==> config.mk <==
export PLATFORM = sky130hd
export DESIGN_NAME = dsm_feeder
export DESIGN_NICKNAME = d
export VERILOG_FILES = /design/src/rtl/dsm_feeder.sv
export SDC_FILE = /design/constraint.sdc
export NUM_CORES = 1
export LEC_CHECK = 0
export CELL_PAD_IN_SITES_DETAIL_PLACEMENT = 0
export CELL_PAD_IN_SITES_GLOBAL_PLACEMENT = 1
export CORE_MARGIN = 2
export CORE_UTILIZATION = 50
export CTS_BUF_LIST = sky130_fd_sc_hd__clkbuf_16
export DETAILED_ROUTE_END_ITERATION = 10
export GPL_TIMING_DRIVEN = 1
export PLACE_DENSITY = 0.89
export SLEW_MARGIN = 10
export SYNTH_ARGS = -nofsm -noshare
export SYNTH_HDL_FRONTEND = slang
export SYNTH_SLANG_ARGS = --single-unit
==> constraint.sdc <==
create_clock -name clk -period 9.81 [get_ports clk]
set_clock_uncertainty 0.2 [all_clocks]
set_input_delay 1.962 -clock clk [delete_from_list [all_inputs] [get_ports clk]]
set_output_delay 1.962 -clock clk [all_outputs]
set_load 0.005 [all_outputs]
==> src/rtl/dsm_feeder.sv <==
// Sample scheduler/conditioner ahead of the dsm modulator: FIFO, one pop per OSR clocks,
// linear interpolation at clk rate, soft mute ramp and symmetric clamp on the output.
module dsm_feeder #(
  parameter int PCM_QUANT    = 16,
  parameter int OSR_LOG2     = 6,
  parameter int FIFO_LOG2    = 2,
  parameter int RAMP_LOG2    = 8,
  parameter int UNDERRUN_MAX = 4
) (
  input  logic                   clk,
  input  logic                   rst,
  input  logic                   enable,
  input  logic [PCM_QUANT-1:0]   s_data,
  input  logic                   s_valid,
  output logic                   s_ready,
  output logic [PCM_QUANT-1:0]   pcm,
  output logic                   tick,
  output logic                   underrun,
  output logic [1:0]             state,
  output logic [FIFO_LOG2:0]     fifo_level
);

  localparam int W     = PCM_QUANT;
  localparam int DEPTH = 1 << FIFO_LOG2;
  localparam int G     = 1 << RAMP_LOG2;
  localparam int AW    = W + OSR_LOG2 + 1;
  localparam int PW    = W + RAMP_LOG2 + 2;
  localparam int CW    = $clog2(UNDERRUN_MAX + 1);

  localparam logic signed [PW-1:0] PMAX = PW'(2 ** (W - 1) - 1);
  localparam logic signed [PW-1:0] PMIN = -PMAX;

  typedef enum logic [1:0] {
    MUTE      = 2'd0,
    RAMP_UP   = 2'd1,
    PLAY      = 2'd2,
    RAMP_DOWN = 2'd3
  } state_t;

  state_t                st;
  logic [OSR_LOG2-1:0]   phase;
  logic [W-1:0]          mem [DEPTH];
  logic [FIFO_LOG2-1:0]  rd_ptr;
  logic [FIFO_LOG2-1:0]  wr_ptr;
  logic [FIFO_LOG2:0]    level;
  logic signed [AW-1:0]  acc;
  logic signed [W:0]     delta;
  logic signed [W-1:0]   target;
  logic [RAMP_LOG2:0]    gain;
  logic [CW-1:0]         ucnt;

  logic                  active;
  logic                  empty;
  logic                  push;
  logic                  pop;
  logic                  starve;
  logic [CW-1:0]         ucnt_nxt;
  logic signed [W-1:0]   head;
  logic signed [W:0]     interp;
  logic signed [PW-1:0]  prod;
  logic signed [PW-1:0]  y;
  logic [W-1:0]          pcm_nxt;

  assign state      = st;
  assign fifo_level = level;
  assign tick       = &phase;
  assign active     = (st != MUTE);
  assign empty      = (level == '0);
  assign s_ready    = !rst && (level < (FIFO_LOG2 + 1)'(DEPTH));
  assign push       = s_valid && s_ready;
  assign pop        = tick && active && !empty;
  assign head       = $signed(mem[rd_ptr]);
  assign starve     = (ucnt_nxt == CW'(UNDERRUN_MAX));

  // acc's low OSR_LOG2 bits are the sub-sample fraction; dropping them is the floor.
  assign interp = acc[AW-1:OSR_LOG2];
  assign prod   = PW'(interp) * PW'($signed({1'b0, gain}));
  assign y      = prod >>> RAMP_LOG2;

  // NOTE: every variable assigned in always_comb gets a default first, so no latch is inferred.
  always_comb begin
    ucnt_nxt = ucnt;
    if (tick && active) begin
      if (!empty)
        ucnt_nxt = '0;
      else if (ucnt != CW'(UNDERRUN_MAX))
        ucnt_nxt = ucnt + 1'b1;
    end
    pcm_nxt = y[W-1:0];
    if (y > PMAX)
      pcm_nxt = PMAX[W-1:0];
    else if (y < PMIN)
      pcm_nxt = PMIN[W-1:0];
  end

  // NOTE: FIFO storage carries no reset; the pointers and level alone define what is valid.
  always_ff @(posedge clk) begin
    if (push)
      mem[wr_ptr] <= s_data;
  end

  // NOTE: sequential state uses non-blocking assignments so every register sees pre-edge values.
  always_ff @(posedge clk) begin
    if (rst) begin
      st       <= MUTE;
      phase    <= '0;
      rd_ptr   <= '0;
      wr_ptr   <= '0;
      level    <= '0;
      acc      <= '0;
      delta    <= '0;
      target   <= '0;
      gain     <= '0;
      ucnt     <= '0;
      pcm      <= '0;
      underrun <= 1'b0;
    end else begin
      phase    <= phase + 1'b1;
      pcm      <= pcm_nxt;
      ucnt     <= ucnt_nxt;
      underrun <= tick && empty && (st == RAMP_UP || st == PLAY);

      if (active)
        acc <= acc + AW'(delta);

      if (push)
        wr_ptr <= wr_ptr + 1'b1;
      if (pop)
        rd_ptr <= rd_ptr + 1'b1;
      if (push && !pop)
        level <= level + 1'b1;
      else if (pop && !push)
        level <= level - 1'b1;

      if (tick && active) begin
        if (pop) begin
          delta  <= (W + 1)'(head) - (W + 1)'(target);
          target <= head;
        end else begin
          delta  <= '0;
        end
      end

      if (tick) begin
        case (st)
          MUTE: begin
            if (enable && !empty)
              st <= RAMP_UP;
          end
          RAMP_UP: begin
            if (!enable || starve) begin
              st <= RAMP_DOWN;
            end else begin
              gain <= gain + 1'b1;
              if (gain == (RAMP_LOG2 + 1)'(G - 1))
                st <= PLAY;
            end
          end
          PLAY: begin
            if (!enable || starve)
              st <= RAMP_DOWN;
          end
          RAMP_DOWN: begin
            if (gain <= (RAMP_LOG2 + 1)'(1)) begin
              // Reaching silence discards everything queued so a re-arm starts from zero.
              st     <= MUTE;
              gain   <= '0;
              rd_ptr <= '0;
              wr_ptr <= '0;
              level  <= '0;
              acc    <= '0;
              delta  <= '0;
              target <= '0;
              ucnt   <= '0;
            end else begin
              gain <= gain - 1'b1;
            end
          end
          default: st <= MUTE;
        endcase
      end
    end
  end

endmodule

Word-level counts from Yosys, hierarchy flattened
Memory sizes are Yosys's and may differ from the RTL's. A register that Yosys moved wholly into a read port is not among the register bits.
Index checks and enable logic that the tools add are counted.
{"block": "totals", "ff_bits": 100, "latch_bits": 0, "ramBits": 64, "romBits": 0, "input_bits": 20, "output_inout_bits": 24, "word_cells": 111, "n_memories": 1}
{"memory": "mem", "depth": 4, "width": 16, "rd": 1, "rd_ports_with_merged_regs": 1, "wr": 1, "line_no": "42", "rtl": "logic [W-1:0] mem [DEPTH];"}
{"block": "op_classes", "addsub": 10, "n_mul": 1, "div": 0, "n_lt_le_gt_ge": 4, "n_eq_ne": 11, "shifts": 0, "mux": 47, "bitwise_logic": 0, "n_reduce_logical": 24}
{"operator": "$mux W16", "n": 6}
{"operator": "$mux W23", "n": 4}
{"operator": "$mux W17", "n": 5}
{"operator": "$mux W3", "n": 11}
{"operator": "$mux W2", "n": 14}
{"operator": "$mul A17 B10 Y26", "n": 1}
{"operator": "$add A23 B17 Y23", "n": 1}
{"operator": "$gt A18 B16 Y1 const B", "n": 1}
{"operator": "$lt A18 B16 Y1 const B", "n": 1}
{"operator": "$mux W9", "n": 2}
{"operator": "$pmux W9 S2", "n": 1}
{"operator": "$sub A16 B16 Y17", "n": 1}
{"operator": "$mux W15", "n": 1}
{"operator": "$reduce_and A10 Y1", "n": 1}
{"operator": "$add A9 B1 Y9 const B", "n": 1}
{"operator": "$eq A9 B8 Y1 const B", "n": 1}
{"operator": "$le A9 B1 Y1 const B", "n": 1}
{"operator": "$logic_and A1 B1 Y1", "n": 9}
{"operator": "$sub A9 B1 Y9 const B", "n": 1}
{"operator": "$pmux W2 S4", "n": 1}
{"operator": "$reduce_and A8 Y1", "n": 1}
{"operator": "$add A3 B1 Y3 const B", "n": 2}
{"operator": "$add A6 B1 Y6 const B", "n": 1}
{"operator": "$ne A2 B2 Y1 const B", "n": 3}
{"operator": "other kinds (17)", "n": 26}

Logic depth before layout (Yosys ltp)
Gate-level depths: netlist of the first run.
{"block": "logic_depth", "ltp_word": 10, "mapped_depth": 25, "depth_no_buf": 21}

Worst setup path before layout of the first run
Ideal clock, no wire load.
{"block": "synth_path", "path_kind": "reg2reg", "from": "register gain[2]", "to": "register pcm[0]", "setup_time_ns": 0.095, "arrival_time_ns": 6.528, "required_time_ns": 9.515, "setup_slack_ns": 2.986, "stages_incl_launch_ff": 24, "path_buffers": 3, "period_less_slack_ns": 6.824, "cell_sequence": "dfxtp_1 > clkbuf_1 > clkbuf_1 > buf_1 > nand2_1 > fa_1 > inv_1 > fa_1 > inv_1 > fa_1 > inv_1 > fa_1 > inv_1 > fa_1 > inv_1 > ha_1 > and4_4 > a211o_1 > a2111o_1 > a311o_1 > or4_1 > a32oi_1 > nand4b_1 > a221oi_1"}
{"block": "synth_between", "elab_chain_len": 4, "elab_cells_between_ends": 5, "cone_classes": "1 x mul; 2 x order compare; 2 x mux"}
{"element": "start, declared", "line_no": "49", "rtl": "logic [RAMP_LOG2:0] gain;"}
{"element": "start signal, assigned", "line_no": "154", "rtl": "gain <= gain + 1'b1;"}
{"element": "start signal, assigned", "line_no": "176", "rtl": "gain <= gain - 1'b1;"}
{"element": "$mul A17 B10 Y26 *", "line_no": "77", "rtl": "assign prod = PW'(interp) * PW'($signed({1'b0, gain}));"}
{"element": "$lt A18 B16 Y1", "line_no": "92", "rtl": "else if (y < PMIN)"}
{"element": "$mux W16", "line_no": "92"}
{"element": "$mux W15 *", "line_no": "90", "rtl": "if (y > PMAX)"}
{"element": "end signal, assigned", "line_no": "119", "rtl": "pcm <= pcm_nxt;"}
{"element": "end, declared", "line_no": "16", "rtl": "output logic [PCM_QUANT-1:0] pcm,"}
Every way passes the cells marked *; elsewhere a longest branch is shown, timed or not.
A chain may end at the register's enable or synchronous reset.

Worst setup path in the final report of the first run
{"block": "layout_path", "from": "register gain[2]", "to": "register pcm[3]"}
The elaborated chain is that of the path after synthesis.

==> results of run 1 <==
## final cells by class
| cell class | instances | area (sq um) |
|---|---|---|
| Clock inverter | 15 | 200 |
| Tap cell | 341 | 427 |
| Multi-Input combinational cell | 1055 | 8880 |
| Fill cell | 2415 | 11900 |
| Inverter | 192 | 721 |
| Clock buffer | 17 | 425 |
| Sequential cell | 164 | 3920 |
| Timing Repair Buffer | 53 | 505 |
## logic make-up (layout without fill, tap and decap cells)
kind of cell	after synthesis	after routing
DFF	164	164
and+or+nand+nor	482	482
muxes	26	26
xor gates and xnor gates	57	57
buffers and inverters	261	277
adders and majority gates	238	238
AOI/OAI and AO/OA	252	252
## sequential cells by signal, summed over array words and instances (netlist names), 2 cells and up
signal,count
acc,23
delta,17
fifo_level,3
gain,9
mem,64
pcm,16
phase,6
rd_ptr,2
state,2
target,16
ucnt,3
wr_ptr,2
## synth_stat cells (8+ instances only)
master / count
ha_1: 110
nor3_1: 24
or3_1: 12
a21o_1: 19
a21oi_1: 92
a211oi_1: 8
nor2_1: 86
inv_1: 190
xor2_1: 24
and3_1: 11
nand3_1: 39
clkbuf_1: 50
buf_1: 14
nand4_1: 10
and2_1: 73
xnor2_1: 33
dfxtp_1: 100
o21ai_0: 41
mux2i_1: 8
nor2b_1: 8
mux4_2: 16
fa_1: 127
edfxtp_1: 64
nand2_1: 172
## critical path, stage by stage (launching register included)
cell	delay, ns
dfxtp_1	0.64
buf_4	0.31
nand2_1	0.10
fa_1	0.51
inv_1	0.06
fa_1	0.50
inv_1	0.05
fa_1	0.47
inv_1	0.05
fa_1	0.53
inv_1	0.06
fa_1	0.53
inv_1	0.04
ha_1	0.32
o21ai_1	0.09
a21oi_1	0.09
o21a_1	0.21
o31ai_2	0.47
a211oi_2	0.23
or4_1	0.55
and3_1	0.26
o21ai_1	0.44
o311ai_1	0.17
## how the worst min path moves through the flow
stage                    from  slack, ns  depth (start not counted)        end
floorplan            phase[0]       0.22                          1   phase[0]
global placement     phase[0]       0.23                          1   phase[0]
detailed placement   phase[0]       0.25                          1   phase[0]
CTS                 target[1]       0.26                          2  target[1]
global route        target[4]       0.27                          2  target[4]
finish               phase[0]       0.25                          1   phase[0]
## through the flow
step / setup WS, ns / hold WS, ns / utilization, % / area (sq um) / instances
2_1_floorplan: 2.99 / 0.218 / - / 13800 / 1480
3_3_place_gp: 2.93 / 0.230 / 53.5 / 14500 / 1805
3_5_place_dp: 2.82 / 0.246 / 53.5 / 14500 / 1805
4_1_cts: 2.81 / 0.258 / 55.8 / 15100 / 1837
5_1_grt: 2.31 / 0.275 / 55.8 / 15100 / 1837
6_report: 2.77 / 0.254 / 55.8 / 15100 / 1837
## where the power goes
part | leakage [uW] | total (uW) | internal (uW) | switching (uW)
clock network | 0.000298 | 710 | 372 | 338
logic | 0.00508 | 80.6 | 32.0 | 48.6
registers | 0.00139 | 723 | 717 | 5.50
total | 0.00677 | 1510 | 1120 | 393
## per-layer routing
metal | track usage [%] | routed length, um | vias up
met2 | 34.4 | 14100 | 285
met1 | 31.7 | 14100 | 5035
li1 | - | - | 4997
met5 | 0 | 0 | -
met3 | 2.93 | 1470 | 31
met4 | 4.94 | 300 | 0
==> out/metrics.yaml, run 1 <==
initial_utilization_pct: 51.2
p_total_uw: 1510
yosys.area_share.simple_pct: 17.0
arrival_ns: 7.12
synthToLayoutAreaGrowth_pct: 9.10
synthMuxAreaShare_pct: 3.35
r2r_slack_ns: 2.77
rsz0062_at_grt: "false"
vias_per_cell: 5.63
die_h_um: 170
critPathLaunchType: "register"
drtIter0Drc: 713
syn_area_sq_um: 13800
wire_per_inst_um: 16.3
drtPass1Iterations: 6
min_path_type: "reg -> reg"
cellLeakagePower_uw: 0.00677
synth_edf_count: 64
synth_area_leaders: "fa_1 18%, dfxtp_1 14%, edfxtp_1 14%"
num_vias: 10300
power_density_nw_per_um2: 100
r2r_start: "gain[2]"
r2r_end: "pcm[3]"
core_area_sq_um: 27000
dp_hpwl_um: 21800
drive_gt1_share_pct: 5.75
end_kind: "register"
synth_top_cell_by_area: "fa_1"
status: "complete, no violations"
grt_max_degree: 60
postCtsHoldBufs: 0
cp-endpoint: "pcm[3]"
ys_types: 83
tightest_slew_ns: 1.07
seq_area_frac_synth_pct: 28.4
fin_nets: 1740
finalSetupTns_ns: 0
overflow: 0
synthesis.nets: 1737
startpoint: "gain[2]"
ys_async_sr_fraction_pct: 0
track_usage_pct: 21.7
netlist_instances: 1480
slew_headroom_pct: 28.6
fmax_mhz: 142
syn_avg_cell_area_sq_um: 9.34
die_w_um: 170
clock-sinks: 164
min_period_ns: 7.04
cp_max_fo: 17
critPathKind: "reg -> reg"
root_buffer: "clkbuf_16"
mostFrequentLayoutCells: "190 x inv_1, 172 x nand2_1, 127 x fa_1"
htree_levels: 4
ios: 44
cts_tree: "yes"
ys.flop_type: "dfxtp_1"
antenna_found_initial: 0
mostFrequentLayoutCell: "inv_1"
row_count: 60
grt_pass1_wl_um: 50200
synth_top_family_by_area: "adder cells"
cts_resized: 0
finalCritPeriodShare_pct: 71.7
cts_setup_buffers: 0
first_global_vias: 9982
hold_violations: 0
drc_errors: 0
drv_slew: 0
clk_pin_slew_ns: 0.08
routed_wl_um: 30000
synth_top_area_share_pct: 18.4
ys_ff_latch: 164
irDropWorstVdd_v: 0.000116
dieArea_sq_um: 29000
worstPathRequired_ns: 9.89
synth-xor-area-share_pct: 3.61
synthAdderAreaFrac_pct: 28.4
drtAntennaViolNets: 0
cap_violations: 0
cts_buffers: 17
antenna_cells: 0
synth_compound_area_share_pct: 11.9
yosysWarnings: 0
setup_viol: 0
gp_congestion: 0.831
port_buffers: 43
clock_latency_ns: 0.44
clockBufferDepth: 2
worst-r2r-cell-count: 22
Power figures use the tool's default switching activity.
==> run 2, diff against run 1 <==
- clock period: 9.81 -> 6.67 ns (I/O delays scaled with it)
==> run 2 against run 1 <==
Against the previous run:
- clock power is 46% higher
- combinational power is 46% higher
- sequential share of layout area is 0.32 points lower
- first-iteration DRC count is 14% higher
- final cell count is 1.3% higher
- die area stayed put
- register-to-register slack worse by 2.5 ns
- cell area is 1.4% higher
- via count is 0.75% higher
- largest cell class unchanged
==> out/metrics.yaml, run 2 (same netlist as run 1, synthesis figures left out) <==
cap_violations: 0
crit_chain: "nand2_1, fa_1, inv_1, fa_1, inv_1, fa_1, inv_1, fa_1, inv_1, fa_1, inv_1, ha_1, and4_4, a211o_1, a2111o_1, a311o_1, or4_1, a32oi_1, nand4b_1, a221oi_1"
row_count: 60
slew_headroom_pct: 33.4
cpPeakStageDelay_ns: 0.53
die_h_um: 170
ios: 44
core_area_sq_um: 27000
arrival_ns: 6.58
irDropWorstVdd_v: 0.000152
drtIter0Drc: 816
first_global_vias: 10100
drtPass1Iterations: 5
hold_violations: 0
worst-path-buf-inv: 5
clock_latency_ns: 0.44
grt_max_degree: 40
routed_wl_um: 30200
stdcell_count: 1861
num_vias: 10400
fmax_mhz: 155
port_buffers: 43
multiInputGateArea_sq_um: 8910
path_delay_family: "adder cells"
worstPathRequired_ns: 6.80
overflow: 0
seqCellArea_sq_um: 3930
critPathKind: "reg -> reg"
p_sw_share_pct: 26.9
clock-sinks: 164
tightest_slew_ns: 0.995
cts_buffers: 17
mostFrequentLayoutCell: "inv_1"
clockBufferDepth: 2
finalCritPeriodShare_pct: 96.6
rsz0062_at_grt: "false"
internal_power_uw: 1620
synthToLayoutAreaGrowth_pct: 10.7
grt_pass1_wl_um: 50500
drtAntennaViolNets: 0
drive_gt1_share_pct: 7.76
drc_errors: 0
die_w_um: 170
fill_cells: 2357
finalSetupTns_ns: 0
critPathLaunchType: "register"
min_path_type: "reg -> reg"
r2r_slack_ns: 0.23
vias_per_cell: 5.60
p_sw_uw: 597
antenna_found_initial: 0
cts_tree: "yes"
end_kind: "register"
cp_max_fo: 9
largest_register_ffs: 64
gp_congestion: 0.850
min_period_ns: 6.44
fin_nets: 1764
setup_viol: 0
crit_slowest_cell: "fa_1"
dp_hpwl_um: 22600
drv_slew: 0
placedCellCount: 1828
cellLeakagePower_uw: 0.00690
dieArea_sq_um: 29000
postCtsHoldBufs: 0
track_usage_pct: 21.8
comb_power_share_pct: 5.3
clk_pin_slew_ns: 0.07
pwr-share-seq_pct: 47.9
clkPwrFrac_pct: 46.7
mostFrequentLayoutCells: "190 x inv_1, 172 x nand2_1, 127 x fa_1"
root_buffer: "clkbuf_16"
initial_utilization_pct: 51.2
antenna_cells: 0
wire_per_inst_um: 16.2
reg_top3: "mem (64), acc (23), delta (17)"
power_density_nw_per_um2: 145
regMostFlops: "mem"
htree_levels: 4
status: "complete, no violations"
==> run 2: changes by cell type in the layout (fill, tap and decap cells not counted), moves of 2 or more <==
cell / delta
buf_4: +23
dfxtp_1: -6
dfxtp_2: +6
clkinvlp_4: -2
inv_12: +2
==> run 2: final cells by class <==
type,instances,area share [%]
clock buffer,17,2.78
clock inverter,15,1.27
inverter,192,4.71
multi-input combinational,1055,58.3
sequential,164,25.7
tap,341,2.79
timing repair buffer,77,4.51
==> run 2: power by group through the flow <==
stage | combinational [uW] | sequential [uW] | clock [uW]
3_3_place_gp | 114 | 1080 | 0
3_5_place_dp | 117 | 1090 | 0
4_1_cts | 118 | 1060 | 1050
5_1_grt | 130 | 1060 | 1090
6_report | 118 | 1060 | 1040
2_1_floorplan | 71.6 | 1080 | 0
==> run 2: timing repair <==
action / in CTS / in global routing
setup buffers: 0 / 1
endpoints found under the hold margin: 0 / 0
setup endpoints to repair: 0 / 15
resized for setup: 0 / 11
==> run 2: worst paths after layout <==
| path | startpoint | endpoint | cells after the start |
|---|---|---|---|
| hold / removal | phase[0] | phase[0] | 1 |
| setup / recovery | gain[1] | pcm[0] | 20 |
| hold reg to reg | phase[0] | phase[0] | 1 |
| setup reg to reg | gain[1] | pcm[0] | 20 |
==> run 2: per-layer routing <==
layer / track usage [%] / part of all wire (%)
met1: 31.7 / 47
met2: 35.5 / 48
met3: 2.28 / 3.9
met4: 4.35 / 0.96
met5: 0 / 0
==> run 2: through the flow <==
| stage | setup WS (ns) | area, sq um | utilization, % | total power, uW | hold slack, ns |
|---|---|---|---|---|---|
| 3_5_place_dp | 0.106 | 14600 | 54.2 | 1200 | 0.239 |
| 6_report | 0.225 | 15300 | 56.6 | 2220 | 0.250 |
| 3_3_place_gp | 0.293 | 14600 | 54.2 | 1200 | 0.231 |
| 2_1_floorplan | 0.00765 | 13800 | - | 1150 | 0.218 |
| 5_1_grt | 0.0133 | 15300 | 56.6 | 2290 | 0.270 |
| 4_1_cts | 0.0884 | 15300 | 56.5 | 2230 | 0.256 |
==> run 2: worst register-to-register path: cells and delay by family, from the launching register on <==
family,cells,cell delay [ns]
compound gates,5,1.69
fa+ha+maj,6,2.85
buf+inv,5,0.27
flops,1,0.45
simple gates,4,0.90
